$ cat src/rtl/stream_fifo_rv.sv
// stream_fifo_rv: fully registered stream FIFO with occupancy count and
// almost-full flag. Storage is a (Depth-1)-entry circular buffer feeding a
// registered output stage; a push into an otherwise empty path bypasses the
// buffer and lands directly in the output register.
// Optional feature: define STREAM_FIFO_RV_FLUSH_EN to add a synchronous
// active-high `flush` input that empties the FIFO in one cycle.
module stream_fifo_rv #(
  parameter int unsigned DataBits        = 8,
  parameter int unsigned Depth           = 4,
  parameter int unsigned AlmostFullLevel = Depth - 1
) (
  input  logic                         clk,
  input  logic                         rst,
`ifdef STREAM_FIFO_RV_FLUSH_EN
  input  logic                         flush,
`endif
  input  logic                         in_valid,
  output logic                         in_ready,
  input  logic [DataBits-1:0]          in_data,
  output logic                         out_valid,
  input  logic                         out_ready,
  output logic [DataBits-1:0]          out_data,
  output logic [$clog2(Depth+1)-1:0]   level,
  output logic                         almost_full
);

  localparam int unsigned LevelBits = $clog2(Depth + 1);
  localparam int unsigned BufDepth  = Depth - 1;
  localparam int unsigned PtrBits   = (BufDepth > 1) ? $clog2(BufDepth) : 1;
  localparam logic [PtrBits-1:0]   PtrLast   = PtrBits'(BufDepth - 1);
  localparam logic [LevelBits-1:0] LevelFull = LevelBits'(Depth);
  localparam logic [LevelBits-1:0] LevelAf   = LevelBits'(AlmostFullLevel);
  localparam logic [LevelBits-1:0] LevelOne  = LevelBits'(1);

  logic [DataBits-1:0]  mem [BufDepth];
  logic [PtrBits-1:0]   wr_ptr, rd_ptr, wr_ptr_inc, rd_ptr_inc;
  logic                 push, pop, clear;
  logic                 buf_empty, out_load, load_from_buf, bypass, buf_write;
  logic [LevelBits-1:0] level_next;

  // Handshakes, refill source selection and next occupancy.
  always_comb begin
    push = in_valid && in_ready;
    pop  = out_valid && out_ready;
`ifdef STREAM_FIFO_RV_FLUSH_EN
    clear = flush;
`else
    clear = 1'b0;
`endif
    // out_valid tracks level != 0, so the buffer holds level-1 beats when
    // the output register is occupied; it is empty whenever level <= 1.
    buf_empty     = (level <= LevelOne);
    out_load      = !out_valid || pop;
    load_from_buf = out_load && !buf_empty;
    bypass        = out_load && buf_empty && push;
    buf_write     = push && !bypass;
    wr_ptr_inc    = (wr_ptr == PtrLast) ? '0 : wr_ptr + PtrBits'(1);
    rd_ptr_inc    = (rd_ptr == PtrLast) ? '0 : rd_ptr + PtrBits'(1);
    level_next    = level;
    if (clear) begin
      level_next = '0;
    end else if (push && !pop) begin
      level_next = level + LevelOne;
    end else if (pop && !push) begin
      level_next = level - LevelOne;
    end
  end

  // Registered status flags, pointers and output stage.
  always_ff @(posedge clk or negedge rst) begin
    if (!rst) begin
      level       <= '0;
      in_ready    <= 1'b0;
      almost_full <= 1'b0;
      out_valid   <= 1'b0;
      out_data    <= '0;
      wr_ptr      <= '0;
      rd_ptr      <= '0;
    end else begin
      level       <= level_next;
      in_ready    <= (level_next < LevelFull);
      almost_full <= (level_next >= LevelAf);
      out_valid   <= (level_next != '0);
      if (clear) begin
        wr_ptr <= '0;
        rd_ptr <= '0;
      end else begin
        if (buf_write) begin
          wr_ptr <= wr_ptr_inc;
        end
        if (load_from_buf) begin
          rd_ptr   <= rd_ptr_inc;
          out_data <= mem[rd_ptr];
        end else if (bypass) begin
          out_data <= in_data;
        end
      end
    end
  end

  // Buffer storage; contents need no reset since pointers define validity.
  always_ff @(posedge clk) begin
    if (buf_write && !clear) begin
      mem[wr_ptr] <= in_data;
    end
  end

endmodule

$ cat config.mk
export PLATFORM = sky130hd
export DESIGN_NAME = stream_fifo_rv
export DESIGN_NICKNAME = d
export VERILOG_FILES = /design/src/rtl/stream_fifo_rv.sv
export SDC_FILE = /design/constraint.sdc
export NUM_CORES = 1
export LEC_CHECK = 0
export BUFFER_PORTS_ARGS = -buffer_cell sky130_fd_sc_hd__buf_2
export CAP_MARGIN = 10
export CORE_MARGIN = 5
export CORE_UTILIZATION = 26
export CTS_CLUSTER_SIZE = 14
export DETAILED_ROUTE_END_ITERATION = 10
export SYNTH_ARGS = -nofsm -noshare
export SYNTH_HDL_FRONTEND = slang
export SYNTH_SLANG_ARGS = --single-unit
$ cat constraint.sdc
create_clock -name clk -period 2.77 [get_ports clk]
set_input_delay 0.1385 -clock clk [delete_from_list [all_inputs] [get_ports clk]]
set_output_delay 0.1385 -clock clk [all_outputs]
set_load 0.01 [all_outputs]
### Yosys cells after proc, flatten, opt, wreduce, memory -nomap -nowiden

Memory sizes are Yosys's and may differ from the RTL's.
Cells that the tools add are included.

* register bits after elaboration: 18
* RAM bits: 24
* bits of input ports: 12
* output and inout port bits: 14
* word-level logic and storage cells: 41
* memories: 1

* add/subtract/negate cells: 4
* order comparisons: 3
* eq/ne operators: 2
* mux-type cells: 8
* reductions and logical operators: 16

Memories
* mem: depth 3, width 8, read ports 1, clocked after Yosys merged registers in 0, wr ports 1, RTL line 35 `logic [DataBits-1:0] mem [BufDepth];`

Operators by type and width (number)
* $mux W8: 2
* $logic_and A1 B1 Y1: 8
* $mux W3: 2
* $logic_not A1 Y1: 5
* $add A2 B1 Y2 const B: 2
* $eq A2 B2 Y1 const B: 2
* $mux W2: 2
* $add A3 B1 Y3 const B: 1
* $ge A3 B2 Y1 const B: 1
* $le A3 B1 Y1 const B: 1
* $lt A3 B3 Y1 const B: 1
* $reduce_bool A3 Y1: 1
* $sub A3 B1 Y3 const B: 1
* $mux W1: 2
* $reduce_bool A2 Y1: 1
* $logic_or A1 B1 Y1: 1

### Longest topological paths before layout

* word-level depth: 8
* gate-level depth with buffers: 8

### Least setup slack after synthesis

No wires, ideal clock.

* path kind: register to register
* from: reg level[1]
* to: mem mem[2][0], enable pin
* setup time: 0.385 ns
* arrival time: 1.735 ns
* data required time: 2.385 ns
* slack: 0.650 ns
* stages on the path, launching flop included: 6
* period minus slack after synthesis: 2.120 ns
* cells stage by stage: dfrtp_1 > inv_1 > ha_1 > o21ba_4 > o31ai_4 > nor3b_1

* word-level cells in the longest chain between the ends: 7

RTL lines
* start, declared: RTL line 23 `output logic [$clog2(Depth+1)-1:0] level,`
* start signal, assigned: RTL line 80 `level <= level_next;`
* $le A3 B1 Y1: RTL line 52 `buf_empty = (level <= LevelOne);`
* $logic_and A1 B1 Y1 (2 in a row): RTL line 55 `bypass = out_load && buf_empty && push;`
* $logic_not A1 Y1: RTL line 56 `buf_write = push && !bypass;`
* $logic_and A1 B1 Y1: RTL line 56
* $mux W1: RTL line 103 `if (buf_write && !clear) begin`
* $mux W1 (implied by the code): RTL line 104 `mem[wr_ptr] <= in_data;`
* end, declared: RTL line 35

Every way passes these cells.

### Worst setup path in the final report

* from: reg level[0]
* to: mem mem[1][1], enable pin

Same word-level chain as after synthesis.

==> key figures <==
Detailed routing
  • Via density: around 4.3
  • Antenna viol nets, final: 0
  • Total number of vias: 1,147
  • DRT Pass-1 Iters: 4
  • Final WL: 3766 um
  • # DRC: 0
  • Wire per inst: 14.21 um
  • Iteration-0 DRC Markers: 40

CTS
  • Cts repair resizes: 0
  • Number of H-tree levels: 2
  • CTS Hold Bufs: 1
  • Root Driver: clkbuf_8
  • Clock transition at path regs: around 0.080 ns
  • Postcts setup bufs: 0
  • TritonCTS Buffers: 5
  • Clk Latency, worst-skew pair: 0.29 ns
  • CTS tree: yes
  • TritonCTS Sinks: 42
  • Max clock buf depth: 2

Critical path
  • CP startpoint kind: register
  • Launching point of the worst reg2reg path: level[0]
  • Critical Path Max Stage Delay: approximately 0.63 ns
  • Critical Path AT: 2.04 ns
  • CP cell instances: ha_1, o21ba_4, o31ai_4, nor3b_2
  • Top delay family on crit path: simple AND/OR/NAND/NOR gates
  • Crit path buf inv count: 0
  • Worst path slowest cell: nor3b_2
  • CP Max Fanout: 10
  • Setup crit start: level[0]
  • Req. time, crit path: 2.70 ns
  • Crit Path Class: reg2reg
  • CP Capture Type: register

Timing
  • Hold Violations, Final: 0
  • Setup TNS: 0 ns
  • RSZ-0062 raised after global routing: no
  • Hold_ws: 0.06553 ns
  • Peak Freq: 0.4733 GHz
  • Final min period: approximately 2.1 ns
  • Headroom to the max-slew limit: 0.4967
  • Period utilization: 0.7628
  • Least-Margin Pin Slew: 0.7509 ns
  • Post-layout worst setup margin: between 0.6 and 0.7 ns
  • Setup Skew: 0.005783 ns
  • Setup Viol. Count Final: 0
  • Final Slew Violations: 0

Yosys
  • Syn_nets: 150
  • Post-synthesis cell area: approximately 1900 sq um
  • #FFs+latches synth: 42
  • Synth cell types: 36
  • Mean Syn Cell Area: 13.85 sq um
  • Sequential area share after synthesis: 0.6265
  • Syn Inst Count: 135
  • Syn. warnings: 0

Worst hold path
  • Class of the worst hold path: in2reg
  • Worst hold start: in_data[2]

Die
  • IO Count: 26
  • Core Box Area: slightly above 7000 sq um
  • Initial core utilization: 0.2619
  • Die height: roughly 95 um
  • DIE WIDTH: 94.79 um
  • Die ar.: roughly 9000 sq um
  • FP Rows: 31

Placed design
  • Dpl hpwl: 2634 um
  • Port bufs: 25
  • Setup WS pre-CTS: 0.6815 ns
  • RePlAce Congestion: 0.7588
  • Dpl cells: 256
  • Placed cell area: around 2100 sq um

Run
  • Max-cap viol count: 0

Power
  • Maximum vdd ir drop: 0.3492 mV
  • Pwr Density: 1044 nW/um^2
  • Total power: 2.304 mW
  • Leak: around 0.86 nW

Finish
  • Synth-to-Final Area Change: 18.01%
  • Commonest non-fill, non-tap cell in the layout: buf_2
  • Final net count: 180
  • Commonest non-fill, non-tap cells in the layout: buf_2 (25), edfxtp_1 (24), dfrtp_1 (18)
  • # diodes: 0
  • Design area: roughly 2200 sq um
  • Share of post-route cells with drive strength above 1: 0.2892
  • Post-Layout Cell Count: approximately 270
  • Core Util, Final: 0.3091
  • # fillers: 762

GRT
  • Largest net degree at the start of global routing: 20
  • Vias in the first global route: 1,236
  • GR Util All Layers: 0.09318
  • Total gr overflow: 0
  • First-pass GRT wire length: 6334 um
  • Initial antenna violation count: 0

Outcome
  • Run status: finished clean
final timing paths:
| check | endpoint | slack (ns) | cells after the start |
|---|---|---|---|
| setup / recovery | mem[1][1] | 0.66 | 4 |
| hold / removal | mem[1][2] | 0.07 | 1 |
| setup reg to reg | mem[1][1] | 0.66 | 4 |
| hold reg to reg | out_data[5] | 0.53 | 2 |
| max in group asynchronous | out_data[1] | 2.14 | 2 |
| min in group asynchronous | out_data[7] | 0.32 | 2 |
cells by family after synthesis:
group	Yosys count	share of synthesized area
flops	42	0.6265
compound gates	31	0.1225
simple gates	29	0.09103
mux	18	0.09705
buf+inv	10	0.02944
fa+ha+maj	3	0.02008
xor+xnor	2	0.01339
routing by layer:
metal,share of wire,wire (um),track usage,vias up
met4,0.0082,31,0.02163,0
met1,0.46,1730,0.1191,565
li1,-,-,-,557
met3,0.046,174,0.03347,3
met5,0,0,0,-
met2,0.49,1830,0.1509,22
power by group:
part           switching (mW)  internal (mW)  total [mW]  leakage [nW]
registers               0.186          0.861        1.05         0.428
clock network           0.212          0.200       0.413        0.0472
logic                   0.442          0.402       0.844         0.387
state kept, by name, summed over array words and instances (netlist names):
name         count
out_valid        1
rd_ptr           2
wr_ptr           2
level            3
mem             24
almost_full      1
out_data         8
in_ready         1
cell type report:
class	instances	area [sq um]	share of cell area
flip-flops and latches	42	1171	0.5309
multi-input cells	83	643.1	0.2915
repair buffers	29	157.7	0.07147
well taps	99	123.9	0.05615
clock buffers	6	82.58	0.03744
inverters	4	15.01	0.006807
clock inverters	2	12.51	0.005672
synthesized netlist by cell type (all sizes together):
master | number | area [sq um]
clkbuf | 1 | 3.750
o31ai | 1 | 21.27
xnor2 | 2 | 25.03
nand2 | 4 | 15.01
mux2 | 1 | 11.26
nand3 | 4 | 20.02
nand2b | 1 | 6.260
nor2b | 1 | 13.76
buf | 5 | 36.28
o221ai | 1 | 8.760
a21o | 3 | 22.52
o21ai | 2 | 10.01
a31o | 1 | 8.760
dfrtp | 18 | 450.4
o21bai | 1 | 11.26
inv | 4 | 15.01
a211oi | 8 | 60.06
nor3b | 2 | 20.02
a21boi | 2 | 15.01
mux2i | 17 | 170.2
o21ba | 1 | 16.27
a21oi | 11 | 55.05
nand3b | 2 | 15.01
ha | 3 | 37.54
edfxtp | 24 | 720.7
nor2 | 10 | 45.04
nor3 | 3 | 20.02
and2 | 2 | 15.02
Power figures use the tool's default switching activity.
